**config.mk**
```make
export PLATFORM = sky130hd
export DESIGN_NAME = fifo_uart_tx
export DESIGN_NICKNAME = d
export VERILOG_FILES = /design/src/rtl/fifo_uart_pkg.sv /design/src/rtl/uart_baud_tick.sv /design/src/rtl/fifo_uart_tx.sv
export SDC_FILE = /design/constraint.sdc
export NUM_CORES = 1
export LEC_CHECK = 0
export ABC_AREA = 1
export CAP_MARGIN = 0
export CELL_PAD_IN_SITES_DETAIL_PLACEMENT = 1
export CELL_PAD_IN_SITES_GLOBAL_PLACEMENT = 2
export CORE_MARGIN = 2
export CORE_UTILIZATION = 33
export DETAILED_ROUTE_END_ITERATION = 7
export PLACE_DENSITY = 0.86
export SLEW_MARGIN = 15
export SYNTH_ARGS = -nofsm -noshare
export SYNTH_HDL_FRONTEND = slang
export SYNTH_HIERARCHICAL = 1
export SYNTH_SLANG_ARGS = --single-unit
```
**constraint.sdc**
```tcl
create_clock -name clk -period 2.9 [get_ports clk]
set_input_delay 0.87 -clock clk [delete_from_list [all_inputs] [get_ports clk]]
set_output_delay 0.87 -clock clk [all_outputs]
set_load 0.1 [all_outputs]
```
**src/rtl/fifo_uart_pkg.sv**
```systemverilog
// Shared types for the FIFO-draining UART transmitter: FSM state encoding and frame constants.
// No logic and no latency; frame geometry is fixed at 8 data bits and 1 stop bit.
package fifo_uart_pkg;

  typedef enum logic [2:0] {
    IDLE   = 3'd0,
    FETCH  = 3'd1,
    LOAD   = 3'd2,
    START  = 3'd3,
    DATA   = 3'd4,
    PARITY = 3'd5,
    STOP   = 3'd6
  } state_t;

  localparam int DATA_W    = 8;
  localparam int STOP_BITS = 1;

endpackage

```
**src/rtl/uart_baud_tick.sv**
```systemverilog
// Bit-period timer: tick pulses on the last cycle of every CLKS_PER_BIT-cycle period.
// Latency: tick is decoded from the count; no backpressure, clear restarts the period at count 0.
module uart_baud_tick #(
  parameter int CLKS_PER_BIT = 16
) (
  input  logic clk,
  input  logic rst,
  input  logic clear,
  output logic tick
);

  localparam int CNT_W = $clog2(CLKS_PER_BIT);
  localparam logic [CNT_W-1:0] LAST = CNT_W'(CLKS_PER_BIT - 1);

  logic [CNT_W-1:0] cnt;

  always_ff @(posedge clk or negedge rst) begin
    if (!rst) begin
      cnt <= '0;
    end else if (clear || cnt == LAST) begin
      cnt <= '0;
    end else begin
      cnt <= cnt + CNT_W'(1);
    end
  end

  // A clear cycle never ends a period, so the first bit after it is a full period long.
  assign tick = (cnt == LAST) && !clear;

endmodule

```
**src/rtl/fifo_uart_tx.sv**
```systemverilog
// FIFO drain to 8N1 UART (8E1 with FIFO_UART_TX_PARITY_EN): pops one byte, first start bit 3 cycles after the pop decision.
// Backpressure: tx_en is honoured only between frames; a frame in flight always completes.
module fifo_uart_tx
  import fifo_uart_pkg::*;
#(
  parameter int CLKS_PER_BIT = 16
) (
  input  logic              clk,
  input  logic              rst,
  input  logic              tx_en,
  input  logic              fifo_empty,
  input  logic [DATA_W-1:0] fifo_data,
  output logic              fifo_rd_en,
  output logic              tx,
  output logic              tx_busy,
  output logic [7:0]        frame_cnt
);

  state_t            state;
  logic [DATA_W-1:0] shift_reg;
  logic [2:0]        bit_idx;
  logic              tick;
`ifdef FIFO_UART_TX_PARITY_EN
  logic              parity_bit;
`endif

  uart_baud_tick #(
    .CLKS_PER_BIT(CLKS_PER_BIT)
  ) u_baud (
    .clk  (clk),
    .rst  (rst),
    .clear(state == LOAD),
    .tick (tick)
  );

  assign fifo_rd_en = (state == FETCH);
  assign tx_busy    = (state != IDLE);

  // tx is updated on the same edge as the state, so the line level always matches the state.
  always_ff @(posedge clk or negedge rst) begin
    if (!rst) begin
      state     <= IDLE;
      tx        <= 1'b1;
      frame_cnt <= '0;
      bit_idx   <= '0;
      shift_reg <= '0;
`ifdef FIFO_UART_TX_PARITY_EN
      parity_bit <= 1'b0;
`endif
    end else begin
      case (state)
        IDLE: begin
          tx <= 1'b1;
          if (tx_en && !fifo_empty) state <= FETCH;
        end
        FETCH: state <= LOAD;
        LOAD: begin
          shift_reg <= fifo_data;
`ifdef FIFO_UART_TX_PARITY_EN
          parity_bit <= ^fifo_data;
`endif
          tx    <= 1'b0;
          state <= START;
        end
        START: begin
          if (tick) begin
            tx    <= shift_reg[0];
            state <= DATA;
          end
        end
        DATA: begin
          if (tick) begin
            shift_reg <= shift_reg >> 1;
            if (bit_idx == 3'(DATA_W - 1)) begin
              bit_idx <= '0;
`ifdef FIFO_UART_TX_PARITY_EN
              tx    <= parity_bit;
              state <= PARITY;
`else
              tx    <= 1'b1;
              state <= STOP;
`endif
            end else begin
              bit_idx <= bit_idx + 3'd1;
              tx      <= shift_reg[1];
            end
          end
        end
`ifdef FIFO_UART_TX_PARITY_EN
        PARITY: begin
          if (tick) begin
            tx    <= 1'b1;
            state <= STOP;
          end
        end
`endif
        STOP: begin
          // bit_idx is reused to count stop bits.
          if (tick) begin
            if (bit_idx == 3'(STOP_BITS - 1)) begin
              bit_idx   <= '0;
              frame_cnt <= frame_cnt + 8'd1;
              state     <= IDLE;
            end else begin
              bit_idx <= bit_idx + 3'd1;
            end
          end
        end
        default: begin
          tx    <= 1'b1;
          state <= IDLE;
        end
      endcase
    end
  end

endmodule

```
==> summary.txt <==
Status
  • Status: finished, final reports clean

Finish
  • Area of the multi-input gates: 696.9 µm²
  • FF+latch area: slightly below 700 µm²
  • Final net count: roughly 240
  • Share of post-route cells with drive strength above 1: between 10% and 20%
  • Leading cell type in the layout, fill and taps excluded: nand2_1
  • Most frequent cells in the layout: nand2_1, inv_1, dfrtp_1
  • Area delta synth->final: 18.00%
  • ANT cells: 0
  • Non-Filler Instances: 269
  • Fillers: between 500 and 600

Pwr
  • Clk pwr share: roughly 34%
  • Leakage power: approximately 0.92 nW
  • Sequential Power Share: between 50% and 60%
  • Combinational share of power: 6.2%
  • Worst-case vdd ir drop: 0.2115 mV
  • Internal power: approximately 500 µW
  • NetSw: 144.4 µW
  • Tot Pwr: between 600 and 700 µW
  • Sw frac: between 20 and 25%
  • PwrDens: approximately 360 nW/µm²

Yosys
  • Yosys warnings: 6
  • #FFs+latches synth: 27
  • Synth top area share: approximately 43%
  • Mean Syn Cell Area: between 7 and 8 µm²
  • Distinct cells, synth: 27
  • Post-Syn Area: about 1500 µm²
  • Register area share after synthesis: about 44%
  • Post-synthesis cell count: 194
  • Top post-synthesis cells by area: dfrtp_1, nand2_1, inv_1
  • Net count after synthesis: ~210
  • Post-synthesis cell type with the largest combined area: dfrtp_1

STA
  • RSZ-0062 raised after global routing: false
  • Max Transition Viols Final: 0
  • Period utilization: between 80 and 90%
  • Final Hold Vio Count: 0
  • Final setup violation count: 0
  • Setup TNS: 0 ns
  • Worst slew pin tran: between 0.4 and 0.5 ns
  • Max_slew headroom: ~73%
  • FMAX: 0.4309 GHz
  • Post-route minimum period: between 2 and 2.5 ns
  • Worst clock skew: between 0.004 and 0.005 ns

Critical path
  • Max incr delay on CP: about 0.50 ns
  • Critical path fanouts, max: 8
  • Critical-path cell list: inv_1, nand3_1, inv_1, buf_4
  • Worst Path Class, Setup: register to primary output
  • Worst Path Arrival: 1.45 ns
  • WP data required: approximately 2 ns
  • Most frequent CP cell: inv_1
  • Crit. End Element: primary output
  • CP bufs+invs: 3
  • CP top delay family: buffers and inverters
  • R2r setup slk: around 0.75 ns
  • Type of origin of the critical path: register
  • Crit-path slowest cell: dfrtp_1

Clocking
  • Clock Tree Buf Depth: 2
  • CTS Root Cell: clkbuf_8
  • Clock Sinks: 27
  • Total clock buffers created by CTS: 3
  • Clock Latency Late Sink: approximately 0.28 ns
  • CTS tree: done
  • Post-CTS setup buffers: 0
  • Clk slew on worst S/H paths: roughly 0.090 ns
  • Post-CTS Resized: 0
  • Htree depth: 1
  • Cts hold-fix bufs: 0

Floorplan
  • Chip Width: 72.07 µm
  • Initial core utilization: about a third
  • Die H: 72.07 µm
  • Row count: 24
  • I/O pin total: 23
  • Core area: approximately 4400 µm²
  • DIE AREA: approximately 5200 µm²

Routing
  • Iter 0 DRT Violations: 57
  • WL/cell: 11.67 µm
  • Drt pass-1 iters: 4
  • Met1 wire length: 1513 µm
  • Via count: approximately 1300
  • Total Routed Length: roughly 3100 µm
  • DR WL met2: 1494 µm
  • Antenna Nets Post-Route: 0
  • Met3 wire length: a little over 70 µm
  • Vias per inst: 4.743
  • Drt drc: 0
  • Max layer used: met4

Place
  • Post-DP HPWL: about 2400 µm
  • PortBufs: 22
  • Gp weighted congestion: 0.8192
  • Placed cell count: between 200 and 300

GRT
  • Total track usage: between 10 and 15%
  • Initial antenna violation count: 0
  • First-pass GRT wire length: between 5000 and 6000 µm
  • Largest net degree at the start of global routing: 28
  • Vias in the first global route: roughly 1300
  • GRT overflow: 0

Min path
  • HP Class: register to register

Run
  • Max-cap violations: 0
power by group through the flow:
| stage | logic (mW) | registers [mW] | clock network (mW) |
|---|---|---|---|
| floorplan | 0.00891 | 0.397 | 0 |
| global placement | 0.0409 | 0.392 | 0 |
| detailed placement | 0.0414 | 0.392 | 0 |
| CTS | 0.0416 | 0.385 | 0.229 |
| global route | 0.0454 | 0.385 | 0.239 |
| finish | 0.0400 | 0.384 | 0.220 |
cells in the mapped netlist:
| cell | number |
|---|---|
| nand2_1 | 53 |
| inv_1 | 30 |
| dfrtp_1 | 26 |
| o21ai_0 | 19 |
| nor2_1 | 13 |
| nand3_1 | 12 |
| nand4_1 | 6 |
| ha_1 | 5 |
| a21oi_1 | 3 |
| nand2_2 | 3 |
| xnor2_1 | 3 |
| buf_6 | 2 |
| inv_2 | 2 |
| nor2_4 | 2 |
| o21ai_1 | 2 |
| o21ai_2 | 2 |
| buf_2 | 1 |
| buf_4 | 1 |
| dfstp_2 | 1 |
| nand2_4 | 1 |
| nand3_2 | 1 |
| nor2_2 | 1 |
| nor3_1 | 1 |
| nor3b_1 | 1 |
| o21ai_4 | 1 |
| o21bai_4 | 1 |
| xor2_1 | 1 |
through the flow:
step | area [µm²] | hold WS (ns) | setup slack (ns) | utilization [%]
after CTS | 1804 | 0.4907 | 0.5686 | 40.87
after detailed placement | 1759 | 0.4773 | 0.7621 | 39.85
after global routing | 1804 | 0.5222 | 0.4875 | 40.87
after global placement | 1759 | 0.4602 | 0.8127 | 39.85
after floorplan | 1529 | 0.4502 | 0.7226 | -
final | 1804 | 0.4791 | 0.5793 | 40.87
cell type report:
type	instances	area share, %
timing repair buffer	23	11.10
clock buffer	4	2.497
sequential	27	37.52
tap	52	3.606
inverter	32	6.657
multi-input combinational	131	38.63
path summary, 6_finish.rpt:
| kind | start | cells past startpoint | end |
|---|---|---|---|
| max in group asynchronous | rst | 2 | tx |
| hold / removal | tx | 2 | tx |
| setup / recovery | state[2] | 4 | fifo_rd_en |
| hold reg to reg | tx | 2 | tx |
| min in group asynchronous | rst | 2 | shift_reg[5] |
| setup reg to reg | state[2] | 9 | state[1] |
worst min-delay path, cell delays in order (launching register included):
cell and delay [ns]:
dfstp_2 0.38, nand2_1 0.05, nand2_1 0.05
layer usage:
layer  track usage (%)  vias to the layer above
li1                  -                      658
met1             17.96                      599
met2             23.04                       14
met3             1.667                        5
met4             5.660                        0
met5                 0                        -
cells by family after synthesis:
logic type      synth area share [%]
xor+xnor                       2.292
compound gates                 11.29
buf+inv                        10.15
simple gates                   27.91
fa+ha+maj                      4.092
flops                          44.27
No activity file was read; power rests on OpenSTA's default activity.
